File: src/rtl/tdm_demux16.sv
// Receive side of a 16-slot TDM link: tracks the slot counter, steers each inverted
// serial bit into a shadow register and publishes a full 16-bit frame on slot 15.
module tdm_demux16 #(
  parameter int unsigned SYNC_EVERY_FRAME = 1,
  parameter int unsigned CHANNELS         = 16
) (
  input  logic        clk,
  input  logic        rst_n,
  input  logic        din,
  input  logic        en,
  input  logic        sync,
  input  logic        strobe,
  output logic [15:0] F,
  output logic        frame_valid,
  output logic [3:0]  sel,
  output logic        locked,
  output logic        sync_err
);

  localparam int unsigned LastSlot = CHANNELS - 1;
  localparam logic [3:0]  LastSel  = LastSlot[3:0];

  typedef enum logic [0:0] {StHunt, StLocked} state_e;

  state_e      state_q, state_d;
  logic [3:0]  sel_q, sel_d;
  logic [14:0] shadow_q, shadow_d;
  logic [15:0] f_q, f_d;
  logic        fv_q, fv_d;
  logic        err_q, err_d;
  logic        slot_bit;

  // Blanked slots read as 0; otherwise the line is active-low.
  assign slot_bit = strobe ? 1'b0 : ~din;

  always_comb begin
    state_d  = state_q;
    sel_d    = sel_q;
    shadow_d = shadow_q;
    f_d      = f_q;
    fv_d     = 1'b0;
    err_d    = 1'b0;
    if (en) begin
      unique case (state_q)
        StHunt: begin
          if (sync) begin
            shadow_d[0] = slot_bit;
            sel_d       = 4'd1;
            state_d     = StLocked;
          end
        end
        StLocked: begin
          if (sync) begin
            // Sync wins over slot-15 completion; a mid-frame sync drops the partial frame.
            err_d       = (sel_q != 4'd0);
            shadow_d[0] = slot_bit;
            sel_d       = 4'd1;
          end else if (sel_q == 4'd0) begin
            if (SYNC_EVERY_FRAME != 0) begin
              err_d   = 1'b1;
              state_d = StHunt;
            end else begin
              shadow_d[0] = slot_bit;
              sel_d       = 4'd1;
            end
          end else if (sel_q == LastSel) begin
            f_d   = {slot_bit, shadow_q};
            fv_d  = 1'b1;
            sel_d = 4'd0;
          end else begin
            shadow_d[sel_q] = slot_bit;
            sel_d           = sel_q + 4'd1;
          end
        end
        default: state_d = StHunt;
      endcase
    end
  end

  always_ff @(posedge clk or negedge rst_n) begin
    if (!rst_n) begin
      state_q  <= StHunt;
      sel_q    <= 4'd0;
      shadow_q <= 15'd0;
      f_q      <= 16'd0;
      fv_q     <= 1'b0;
      err_q    <= 1'b0;
    end else begin
      state_q  <= state_d;
      sel_q    <= sel_d;
      shadow_q <= shadow_d;
      f_q      <= f_d;
      fv_q     <= fv_d;
      err_q    <= err_d;
    end
  end

  assign F           = f_q;
  assign frame_valid = fv_q;
  assign sel         = sel_q;
  assign locked      = (state_q == StLocked);
  assign sync_err    = err_q;

endmodule

File: config.mk
export PLATFORM = sky130hd
export DESIGN_NAME = tdm_demux16
export DESIGN_NICKNAME = d
export VERILOG_FILES = /design/src/rtl/tdm_demux16.sv
export SDC_FILE = /design/constraint.sdc
export NUM_CORES = 1
export LEC_CHECK = 0
export ABC_AREA = 1
export CAP_MARGIN = 20
export CORE_MARGIN = 8
export CORE_UTILIZATION = 52
export CTS_CLUSTER_DIAMETER = 30
export DETAILED_ROUTE_END_ITERATION = 12
export PLACE_DENSITY_LB_ADDON = 0.1
export SLEW_MARGIN = 15
export SYNTH_ARGS = -nofsm -noshare
export SYNTH_HDL_FRONTEND = slang
export SYNTH_SLANG_ARGS = --single-unit
export TNS_END_PERCENT = 100
File: constraint.sdc
create_clock -name clk -period 1.9 [get_ports clk]
set_clock_uncertainty 0.2 [all_clocks]
set_input_delay 0.57 -clock clk [delete_from_list [all_inputs] [get_ports clk]]
set_output_delay 0.57 -clock clk [all_outputs]
set_load 0.05 [all_outputs]
==> results.md, run 1 <==
Clock network:
- The total number of H-tree levels is 2.
- The clock latency at the later pin of the worst-skew pair is 0.35 ns.
- No sink is reached through more buffers than the 2 on the longest clock path.
- Clock tree synthesis selected as its root buffer the cell sky130_fd_sc_hd__clkbuf_4.
- The total CTS buffers is 5.
- Clock-pin slew was measured on the worst setup and hold paths at 0.11 ns.
- TritonCTS built the clock tree.
- CTS saw 38 sinks.

Place:
- The placed wire-length estimate after detailed placement is 2.809 mm.
- The area after detailed placement is 2414 um^2.
- The number of port buffers is 28.
- The number of placed instances with taps included is 285.
- At the placement stage, the worst setup path has a slack of -0.3657 ns.
- The final weighted congestion in routability-driven placement is 0.8576.

Yosys:
- The mapped netlist covers 1765 um^2.
- The average instance area after synthesis is 8.612 um^2.
- The proportion of register bits with asynchronous set or reset after synthesis is 100.0%.
- sky130_fd_sc_hd__nand2_1 is the most common cell in the netlist.
- By count the netlist is led by sky130_fd_sc_hd__nand2_1 (55), sky130_fd_sc_hd__dfrtp_1 (38), sky130_fd_sc_hd__inv_1 (30), sky130_fd_sc_hd__nor2_1 (20), sky130_fd_sc_hd__o21ai_1 (19).
- Counting flops with a built-in enable in the synthesized netlist gives 0.
- In the post-synthesis netlist, the biggest area contributors are sky130_fd_sc_hd__dfrtp_1 (54%), sky130_fd_sc_hd__nand2_1 (12%), sky130_fd_sc_hd__inv_1 (6.4%).
- The most used flip-flop cell after synthesis is sky130_fd_sc_hd__dfrtp_1.
- The gate count of the mapped netlist is 205.
- Counting every net in the synthesized netlist gives 217.
- The share of the Yosys chip area taken by registers is 53.86%.
- The netlist uses 23 different library cells.
- Summed over its instances, the top area cell type makes up 53.86% of the synthesized netlist area.
- The cell type with the highest aggregate area in the netlist is sky130_fd_sc_hd__dfrtp_1.
- During synthesis, Yosys emitted a total of 0 warnings.
- Counting flops and latches in the post-synthesis netlist gives 38.

STA:
- Measured against its own limit, the worst slew margin works out to 71.14%.
- For this run, the top clock speed supported by timing is 538.0 MHz.
- The fraction of the cycle the final worst path needs is 97.84%.
- Setup violations remaining at the end of the flow were counted as 0.
- Setup total negative slack on the finished layout was measured at 0 ns.
- At the pin with the least slew margin, the transition time is 0.4324 ns.
- In the post-route analysis, the smallest setup slack over all paths is 0.04112 ns.
- The shortest period the worst path allows is 1.859 ns.
- The final number of hold-violating endpoints was 0.
- The final-layout worst hold slack is 0.2979 ns.
- The count of pins over their slew limit is 0.

Floorplan:
- The placeable core region is 3311 um^2.
- The width of the die is 74.27 um.
- The die footprint is 5515 um^2.
- The starting utilization of the core area is 53.33%.
- The number of primary I/O pins is 29.
- The die is 74.27 um tall.
- Row generation in the floorplan step produced 21 rows.

Finish:
- The non-filler instance count after layout is 297.
- The post-layout net count is 262.
- The share of post-route cells with drive strength above 1 is 23.90%.
- The area added between synthesis and finish is 44.15%.
- The post-layout instance area is 2545 um^2.
- Measured on the finished design, the core utilization comes to 76.87%.
- The repair_antennas step left the layout with diodes totalling 0.

Detailed routing:
- The wire length reported by the detailed router is 3.851 mm.
- The detail route stage leaves a number of antenna-violating nets equal to 0.
- The first detailed-routing pass ran for 4 iterations.
- After the first detailed-routing iteration, the DRC count stood at 80.
- The number of vias in the routed layout is 1445.
- Dividing the detail-routed wire length by the instance count gives 12.97 um.
- The DRC violation count after routing is 0.
- After detailed routing, the number of vias per cell comes to 4.865.

Global route:
- Global routing finished with a remaining overflow of 0.
- The wire length of the first global-routing pass is 6.417 mm.
- The layer with the highest usage is met2.
- The initial antenna violation count is 0.
- Entering global routing, the biggest net connects 39 pins.
- The global routing usage on met3 is 6.334%.
- The total global-route track usage is 15.19%.
- The via count of the first global-routing pass is 1396.
- The met2 global-route usage is 25.49%.
- The met1 global-route usage is 15.95%.

Power and ir drop:
- The analysis attributes to cell leakage a power of 1.181 nW.
- Sequential cells burn 39.4% of the power.
- Summed over all nets, the switching power comes to 0.9883 mW.
- The part of the total power dissipated in the clock network is 17.4%.
- The worst-case vdd ir drop is 0.001138 V.
- Internal power comes to 1.607 mW.
- The total power is 2.595 mW.
- In this run the power density over the cells is 1020 nW/um^2.
- Net switching is 38.09% of the power.
- In this run, the combinational gates consume 43.3% of the power.

Setup path:
- Data on the critical path is required at its endpoint by 1.13 ns.
- The highest net fanout along the worst path is 5.
- The signal on the critical path passes through buf_4 -> buf_12.
- The number of buffer and inverter stages on the critical path is 2.
- The startpoint identified for the worst register-to-register timing path is sel[0].
- Data on the critical path arrives at its endpoint at 1.09 ns.
- For this design, the slowest cell found on the critical path is sky130_fd_sc_hd__dfrtp_2.
- The critical setup path kind is flip-flop to primary output.
- Among cell families on the critical path, the largest total delay comes from flip-flops.
- In this run the critical register-to-register path is captured at shadow_q[11].
- The register-to-register path setup slack is 0.05 ns.
- The startpoint type of the worst setup path is a flip-flop.
- On the worst path, the slowest cell contributes a delay of 0.46 ns.
- The type of destination of the critical path is a primary output.
- The worst register-to-register path has a depth of 8.

Worst hold path:
- The start point of the worst hold path is shadow_q[9].
- The cell count of the worst hold path is 2.
- The endpoint with the worst hold slack is shadow_q[9].
- In this run the worst hold path is classified as flip-flop to flip-flop.

Status:
- The run finished with clean final reports.

Run:
- Max-cap violations in this run came to 0.
==> final cells by class <==
| cell class | count | area (um^2) |
|---|---|---|
| tap | 46 | 57.56 |
| inverter | 31 | 130.1 |
| clock inverter | 2 | 12.51 |
| multi-input combinational | 131 | 659.4 |
| sequential | 38 | 953.4 |
| fill | 237 | 765.7 |
| clock buffer | 6 | 51.30 |
| timing repair buffer | 43 | 680.7 |
==> state kept, by name, summed over array words and instances (netlist names) <==
register,flops
F,16
sel,4
shadow_q,15
frame_valid,1
locked,1
sync_err,1
==> what timing repair did <==
item | in CTS | in global routing
pin swaps | 0 | 1
setup endpoints to repair | 1 | 17
gates resized for setup | 0 | 4
gates cloned | 0 | 1
setup buffers | 1 | 2
hold buffers | 0 | 0
==> how the worst max path moves through the flow <==
stage / start / end / slack, ns / depth (start not counted)
final: sel[0] / sel[0] / 0.04 / 2
after global routing: sel[0] / shadow_q[11] / -0.03 / 8
after CTS: sel[0] / sel[0] / 0.01 / 2
after detailed placement: en / shadow_q[10] / -0.37 / 8
after global placement: en / shadow_q[10] / -0.31 / 8
after floorplan: sel[0] / F[2] / 0.003 / 8
==> power groups by stage <==
stage	Combinational [mW]	Sequential (mW)	Clock (mW)
after floorplan	0.442	1.18	0
after global placement	1.01	1.03	0
after detailed placement	1.05	1.04	0
after CTS	1.06	1.02	0.469
after global routing	1.22	1.04	0.489
final	1.12	1.02	0.450
==> logic make-up after synthesis <==
logic type	share of synthesized area, %
compound gates	10.42
flops	53.86
simple gates	22.40
buf+inv	9.071
fa+ha+maj	4.252
==> placed cells by master (no fill, tap or decap), drive strengths merged <==
master and instances:
nand2 58, dfrtp 38, buf 37, o21ai 33, inv 30, nor2 22, clkbuf 7, ha 6
clkdlybuf4s50 4, nand3 4, a21oi 3, nor3 2, bufinv 1, nand3b 1, or2 1, nand4 1
clkinvlp 1, clkinv 1, dlymetal6s2s 1
==> worst min-delay path, stage by stage (launching register included) <==
cell                      delay, ns
sky130_fd_sc_hd__dfrtp_1       0.36
sky130_fd_sc_hd__nand2_1       0.05
sky130_fd_sc_hd__o21ai_0       0.06
==> metal layers <==
metal | vias up | wire [um]
met2 | 51 | 1959
li1 | 725 | -
met3 | 14 | 299
met4 | 0 | 127
met5 | - | 0
met1 | 655 | 1465
No activity file was read; power rests on OpenSTA's default activity.
==> inputs of run 2 (changes only) <==
Settings changed: ABC_AREA 1 to not set, SETUP_SLACK_MARGIN set to 0.4.
==> run 2 against run 1 <==
  * The run now fails in global routing (5_1_grt)
  * Synthesized cell count is 35% lower
  * Area after synthesis decreased by 3.0%
==> results.md, run 2 <==
Status:
- The flow did not finish.
- It got as far as global routing (5_1_grt) and failed there.
- The tool reported: "[ERROR DPL-0038] Utilization greater than 100%, impossible to legalize".

Yosys:
- The main flop type after synthesis is sky130_fd_sc_hd__dfrtp_1.
- The average instance area after synthesis is 12.87 um^2.
- The synthesized design contains 38 register bits.
- The most common cell in the synthesized netlist is sky130_fd_sc_hd__dfrtp_1.
- When the netlist entered floorplanning its net count stood at 145.
- The number of distinct standard cells referenced by the synthesized netlist is 30.
- The number of synthesized flops with an enable pin is 0.
- The cell type with the highest aggregate area in the netlist is sky130_fd_sc_hd__dfrtp_1.
- In the synthesized netlist, the cells that appear most often are sky130_fd_sc_hd__dfrtp_1 (38), sky130_fd_sc_hd__mux2_2 (12), sky130_fd_sc_hd__mux2_1 (11), sky130_fd_sc_hd__o21ai_0 (9), sky130_fd_sc_hd__o41ai_1 (9).
- Sequential cells were found to cover 55.56% of the synthesized design area.
- The proportion of register bits with asynchronous set or reset after synthesis is 100.0%.
- During synthesis, Yosys emitted a total of 0 warnings.
- The gate count of the mapped netlist is 133.
- The summed instance area of the synthesized netlist is 1712 um^2.
- Yosys attributes the largest share of cell area to sky130_fd_sc_hd__dfrtp_1 (56%), sky130_fd_sc_hd__mux2_2 (7.9%), sky130_fd_sc_hd__mux2_1 (7.2%).
- After synthesis, the largest area contributor takes up 55.56% of total cell area.

Place:
- Counting tap cells, the placed design contains a total of 228 instances.
- At the end of routability-driven placement, the weighted congestion stood at 0.8536.
- The number of port buffers is 28.
- The placed wire-length estimate after detailed placement is 3.275 mm.

Clock network:
- Clock tree synthesis inserted a total of 5 buffers.
- The number of buffers on the longest clock path is 2.
- CTS built an H-tree with a depth of 2.
- For this design, the sink count on the clock tree is 38.
- CTS placed an instance of sky130_fd_sc_hd__clkbuf_4 at the clock tree root.

Global route:
- The pin count of the biggest net entering global routing is 24.

Floorplan:
- The number of primary I/O pins is 29.
- For this configuration, the core starts out at a cell density of 52.53%.
- The die outline height is 73.37 um.
- In this run the core area contains 21 standard-cell rows.
- The width of the die is 73.37 um.

STA:
- The pin category terminating the worst setup path after the last repair is a register data pin.
- Once global-route timing repair stopped, the endpoint with the least setup slack was F[13]$_DFFE_PN0P_/D.
-- run 2: cells by family after synthesis --
logic type	Yosys count	synth area share, %
flops	38	55.56
simple gates	30	10.96
compound gates	25	10.16
mux	23	15.13
buf+inv	11	3.801
fa+ha+maj	6	4.386
-- run 2: per-stage QoR --
step                util (%)  setup TNS (ns)  hold WS [ns]  worst slack, ns  area [um^2]
CTS                    94.93          -3.385        0.3082          -0.1987         3093
detailed placement     77.15          -15.29        0.2762          -0.5634         2514
global placement       77.15          -12.82        0.2702          -0.4463         2514
floorplan                  -          -5.503       0.07441          -0.3925         1763
-- run 2: timing repair --
action / CTS
hold endpoints to repair: 15
hold buffers: 1
cloned: 1
pin swaps: 15
setup buffers: 18
setup endpoints to repair: 61
resized for setup: 79
==> inputs of run 3 (changes only) <==
Settings changed: CORE_UTILIZATION 52 to 40, CTS_CLUSTER_DIAMETER 30 to not set, PLACE_DENSITY_LB_ADDON 0.1 to 0.15, SETUP_SLACK_MARGIN 0.4 to not set.
==> run 3 against run 2 <==
  * The flow now finishes, with violations (setup timing)
  * Synthesized cell count stayed put
  * Area after synthesis stayed put
==> results.md, run 3 <==
Power and ir drop:
- The sequential share of power is 33.7%.
- The part of the total power dissipated in the clock network is 23.6%.
- The combinational cell fraction of total power is 42.7%.
- The completed layout was analyzed and its total power is 2.970 mW.
- Power spread over the standard cell area amounts to 1039 nW/um^2.
- The reported leakage power is 1.264 nW.
- The net switching share of the total power is 34.80%.
- Cell internal power was estimated by the tool at 1.937 mW.
- The worst-case vdd ir drop is 0.001045 V.
- The reported net switching power is 1.034 mW.

Finish:
- From synthesis to final layout, the design area changed by 67.03%.
- The flip-flop count of the largest register, all copies and words added is 16.
- In the layout the commonest cells are sky130_fd_sc_hd__dfrtp_1 (34), sky130_fd_sc_hd__buf_12 (25), sky130_fd_sc_hd__buf_4 (23), sky130_fd_sc_hd__mux2_4 (13), sky130_fd_sc_hd__mux2_2 (10).
- For this run, the post-layout net count is 205.
- The library cell used most frequently in the layout, excluding fill and tap cells, is sky130_fd_sc_hd__dfrtp_1.
- The share of post-route cells with drive strength above 1 is 58.55%.
- The repair_antennas step left the layout with diodes totalling 0.

Yosys:
- In this run, synthesis inferred 0 flip-flops with an integrated enable.
- The top cell type by area accounts for 55.56% of the synthesized area.
- The gate count of the mapped netlist is 133.
- Yosys mapped the design onto 30 distinct sky130hd cell types.
- The main flop type after synthesis is sky130_fd_sc_hd__dfrtp_1.
- The summed instance area of the synthesized netlist is 1712 um^2.
- The most common cell in the synthesized netlist is sky130_fd_sc_hd__dfrtp_1.
- After synthesis, flip-flops and latches occupy 55.56% of the total area.
- When the netlist entered floorplanning its net count stood at 145.
- Yosys printed 0 warnings.
- By count the netlist is led by sky130_fd_sc_hd__dfrtp_1 (38), sky130_fd_sc_hd__mux2_2 (12), sky130_fd_sc_hd__mux2_1 (11), sky130_fd_sc_hd__o21ai_0 (9), sky130_fd_sc_hd__o41ai_1 (9).
- The proportion of register bits with asynchronous set or reset after synthesis is 100.0%.
- Dividing the synthesized area by the synthesized cell count gives 12.87 um^2.
- The post-synthesis sequential element count is 38.
- Sorting the synthesized cells by area gives the leading types as sky130_fd_sc_hd__dfrtp_1 (56%), sky130_fd_sc_hd__mux2_2 (7.9%), sky130_fd_sc_hd__mux2_1 (7.2%).
- The cell type with the highest aggregate area in the netlist is sky130_fd_sc_hd__dfrtp_1.

Detailed routing:
- The violation count after the first detailed-routing iteration is 60.
- The number of iterations in the first detailed-routing pass is 4.
- The detail route stage leaves a number of antenna-violating nets equal to 0.
- Detailed routing inserted a total of 1355 vias.
- The routed wirelength normalized by instance count is 17.86 um.
- After detailed routing, the total wire length is 4.340 mm.
- Using the TritonRoute via totals, the vias-per-cell ratio works out to 5.576.
- The DRC violation count after routing is 0.

Clock network:
- TritonCTS built the clock tree.
- Clock latency on the worst-skew pair, taken at its later pin, is 0.29 ns.
- Counting every sink on the clock net gives 38.
- The number of buffers on the longest clock path is 2.
- Clock tree synthesis inserted a total of 5 buffers.
- The total number of H-tree levels is 2.
- The tree is rooted in a sky130_fd_sc_hd__clkbuf_8.
- The clock input transition at the sequential cells of the worst setup and hold paths is 0.07 ns.

Floorplan:
- Once the floorplan was initialized, standard cells occupied 42.18% of the core.
- The placeable core region is 4058 um^2.
- The floorplan row count is 23.
- Pin placement for this block handled 29 I/O pins.
- The floorplan step set the die width to 81.42 um.
- Measured along the y axis, the die boundary spans 81.42 um.
- The floorplan step defined a die boundary enclosing 6628 um^2.

STA:
- The worst path setup slack after routing is -0.1650 ns.
- The count of pins over their slew limit is 0.
- Setup violations remaining at the end of the flow were counted as 17.
- The smallest clock period supported by the final layout is computed as 2.065 ns.
- Across all hold checks on the routed design, the worst slack comes to 0.3117 ns.
- After layout, the worst path uses 108.7% of the clock period.
- The final number of hold-violating endpoints is 0.
- Timing would allow up to 484.3 MHz.
- For the pin with the worst max-slew slack, the measured transition is 0.3584 ns.
- Setup repair after global routing could not meet its margin everywhere.
- The relative max-transition margin is 76.10%.

Place:
- Routability-driven placement finished with a final weighted congestion of 0.8766.
- After legalization and detailed placement, the total HPWL measured 2.988 mm.
- The number of port buffers is 28.

Setup path:
- The capture point of the worst reg-to-reg path is F[13].
- The number of buffer and inverter stages on the critical path is 2.
- In this design, the stage delay of the slowest critical-path cell is 0.41 ns.
- For the worst flop-to-flop path, the logic depth is 8.
- The type of destination of the critical path is a flip-flop.
- The startpoint of the worst register-to-register path is sel[0].
- STA classifies the critical path startpoint as a flip-flop.
- The most critical setup path has its startpoint at sel[0].
- On the critical path, the stage with the largest delay is an instance of sky130_fd_sc_hd__dfrtp_2.
- Walking the worst path, the cells encountered are inv_2 -> ha_4 -> or3b_4 -> ha_4 -> nand3_4 -> nor2_4 -> buf_12 -> mux2_4.
- The cell repeated most along the worst path is sky130_fd_sc_hd__ha_4.
- The dominant delay contributor by cell family on the critical path is simple AND/OR/NAND/NOR gates.
- The critical path data required time is 1.87 ns.
- For the worst setup path, the data arrival time is 2.04 ns.
- The critical path in this run is classified as flip-flop to flip-flop.
- The register-to-register path setup slack is -0.17 ns.
- Of all nets on the critical path, the largest fanout is 7.

Global route:
- The first global-routing pass estimated 7.203 mm of wire.
- The sum of overflow across all layers after global routing is 0.
- The total global-route track usage is 14.20%.
- The pin count of the biggest net entering global routing is 26.
- The via count of the first global-routing pass came to 1461.
- The initial antenna violation count is 0.

Run:
- Max-cap violations in this run came to 0.

Worst hold path:
- The start point of the worst hold path is shadow_q[0].
- The worst hold path belongs to the class flip-flop to flip-flop.
- For hold timing, the worst endpoint is F[0].
- The cell count of the worst hold path is 1.

Status:
- The checks that failed: setup timing.
- The run finished, with violations left.
## run 3: cell counts after synthesis
Identical to the previous run, type by type.
## run 3: logic make-up (layout without fill, tap and decap cells)
kind of cell	count (synthesis)	in the layout	synth area share, %
DFF	38	38	55.56
buffers and inverters	11	71	3.801
AOI/OAI and AO/OA	25	25	10.16
muxes	23	23	15.13
adders and majority gates	6	6	4.386
and+or+nand+nor	30	30	10.96
## run 3: worst reg2reg max path, cell delays in order, from the launching register on
cell	delay, ns
sky130_fd_sc_hd__dfrtp_2	0.41
sky130_fd_sc_hd__inv_2	0.08
sky130_fd_sc_hd__ha_4	0.13
sky130_fd_sc_hd__or3b_4	0.39
sky130_fd_sc_hd__ha_4	0.18
sky130_fd_sc_hd__nand3_4	0.06
sky130_fd_sc_hd__nor2_4	0.06
sky130_fd_sc_hd__buf_12	0.15
sky130_fd_sc_hd__mux2_4	0.29
## run 3: stage by stage
step | TNS (ns) | cells | utilization, % | setup WS [ns] | instance area, um^2
detailed placement | -14.65 | 230 | 61.52 | -0.5167 | 2496
global route | -3.076 | 243 | 70.46 | -0.2016 | 2859
finish | -2.355 | 243 | 70.46 | -0.1650 | 2859
floorplan | -5.532 | 133 | - | -0.3949 | 1753
global placement | -13.31 | 230 | 61.52 | -0.4856 | 2496
CTS | -2.411 | 243 | 68.55 | -0.1629 | 2781
## run 3: power groups by stage
stage	Sequential [mW]	Combinational, mW	Clock [mW]
2_1_floorplan	1.14	0.407	0
3_3_place_gp	1.01	1.01	0
3_5_place_dp	1.01	1.03	0
4_1_cts	1.00	1.17	0.711
5_1_grt	1.01	1.36	0.751
6_report	1.00	1.27	0.701
## run 3: metal layers
layer  part of all wire [%]  vias up  global-route usage [%]
met4                    3.0        0                   6.071
li1                       -      616                       -
met3                    7.1       16                   5.349
met5                      0        -                       0
met1                     40      671                   16.03
met2                     50       52                   23.55
## run 3: final cells by class
cell class | instances | area, um^2
multi-input combinational | 84 | 898.4
clock buffer | 6 | 82.58
sequential | 38 | 955.9
fill | 262 | 1199
inverter | 4 | 20.02
clock inverter | 1 | 30.03
timing repair buffer | 60 | 809.5
tap | 50 | 62.56
## run 3: worst max path at each step
stage,cells past startpoint,end
finish,8,F[13]
global placement,4,shadow_q[12]
floorplan,8,F[15]
CTS,8,F[10]
global route,8,F[13]
detailed placement,4,shadow_q[14]
## run 3: what timing repair did
action                                 in CTS  in global routing
pin swaps                                   4                  4
setup endpoints to repair                  32                 29
setup buffers                               4                  4
resized for setup                          26                 17
hold buffers                                1                  0
gates cloned                                1                  0
endpoints found under the hold margin      13                  0
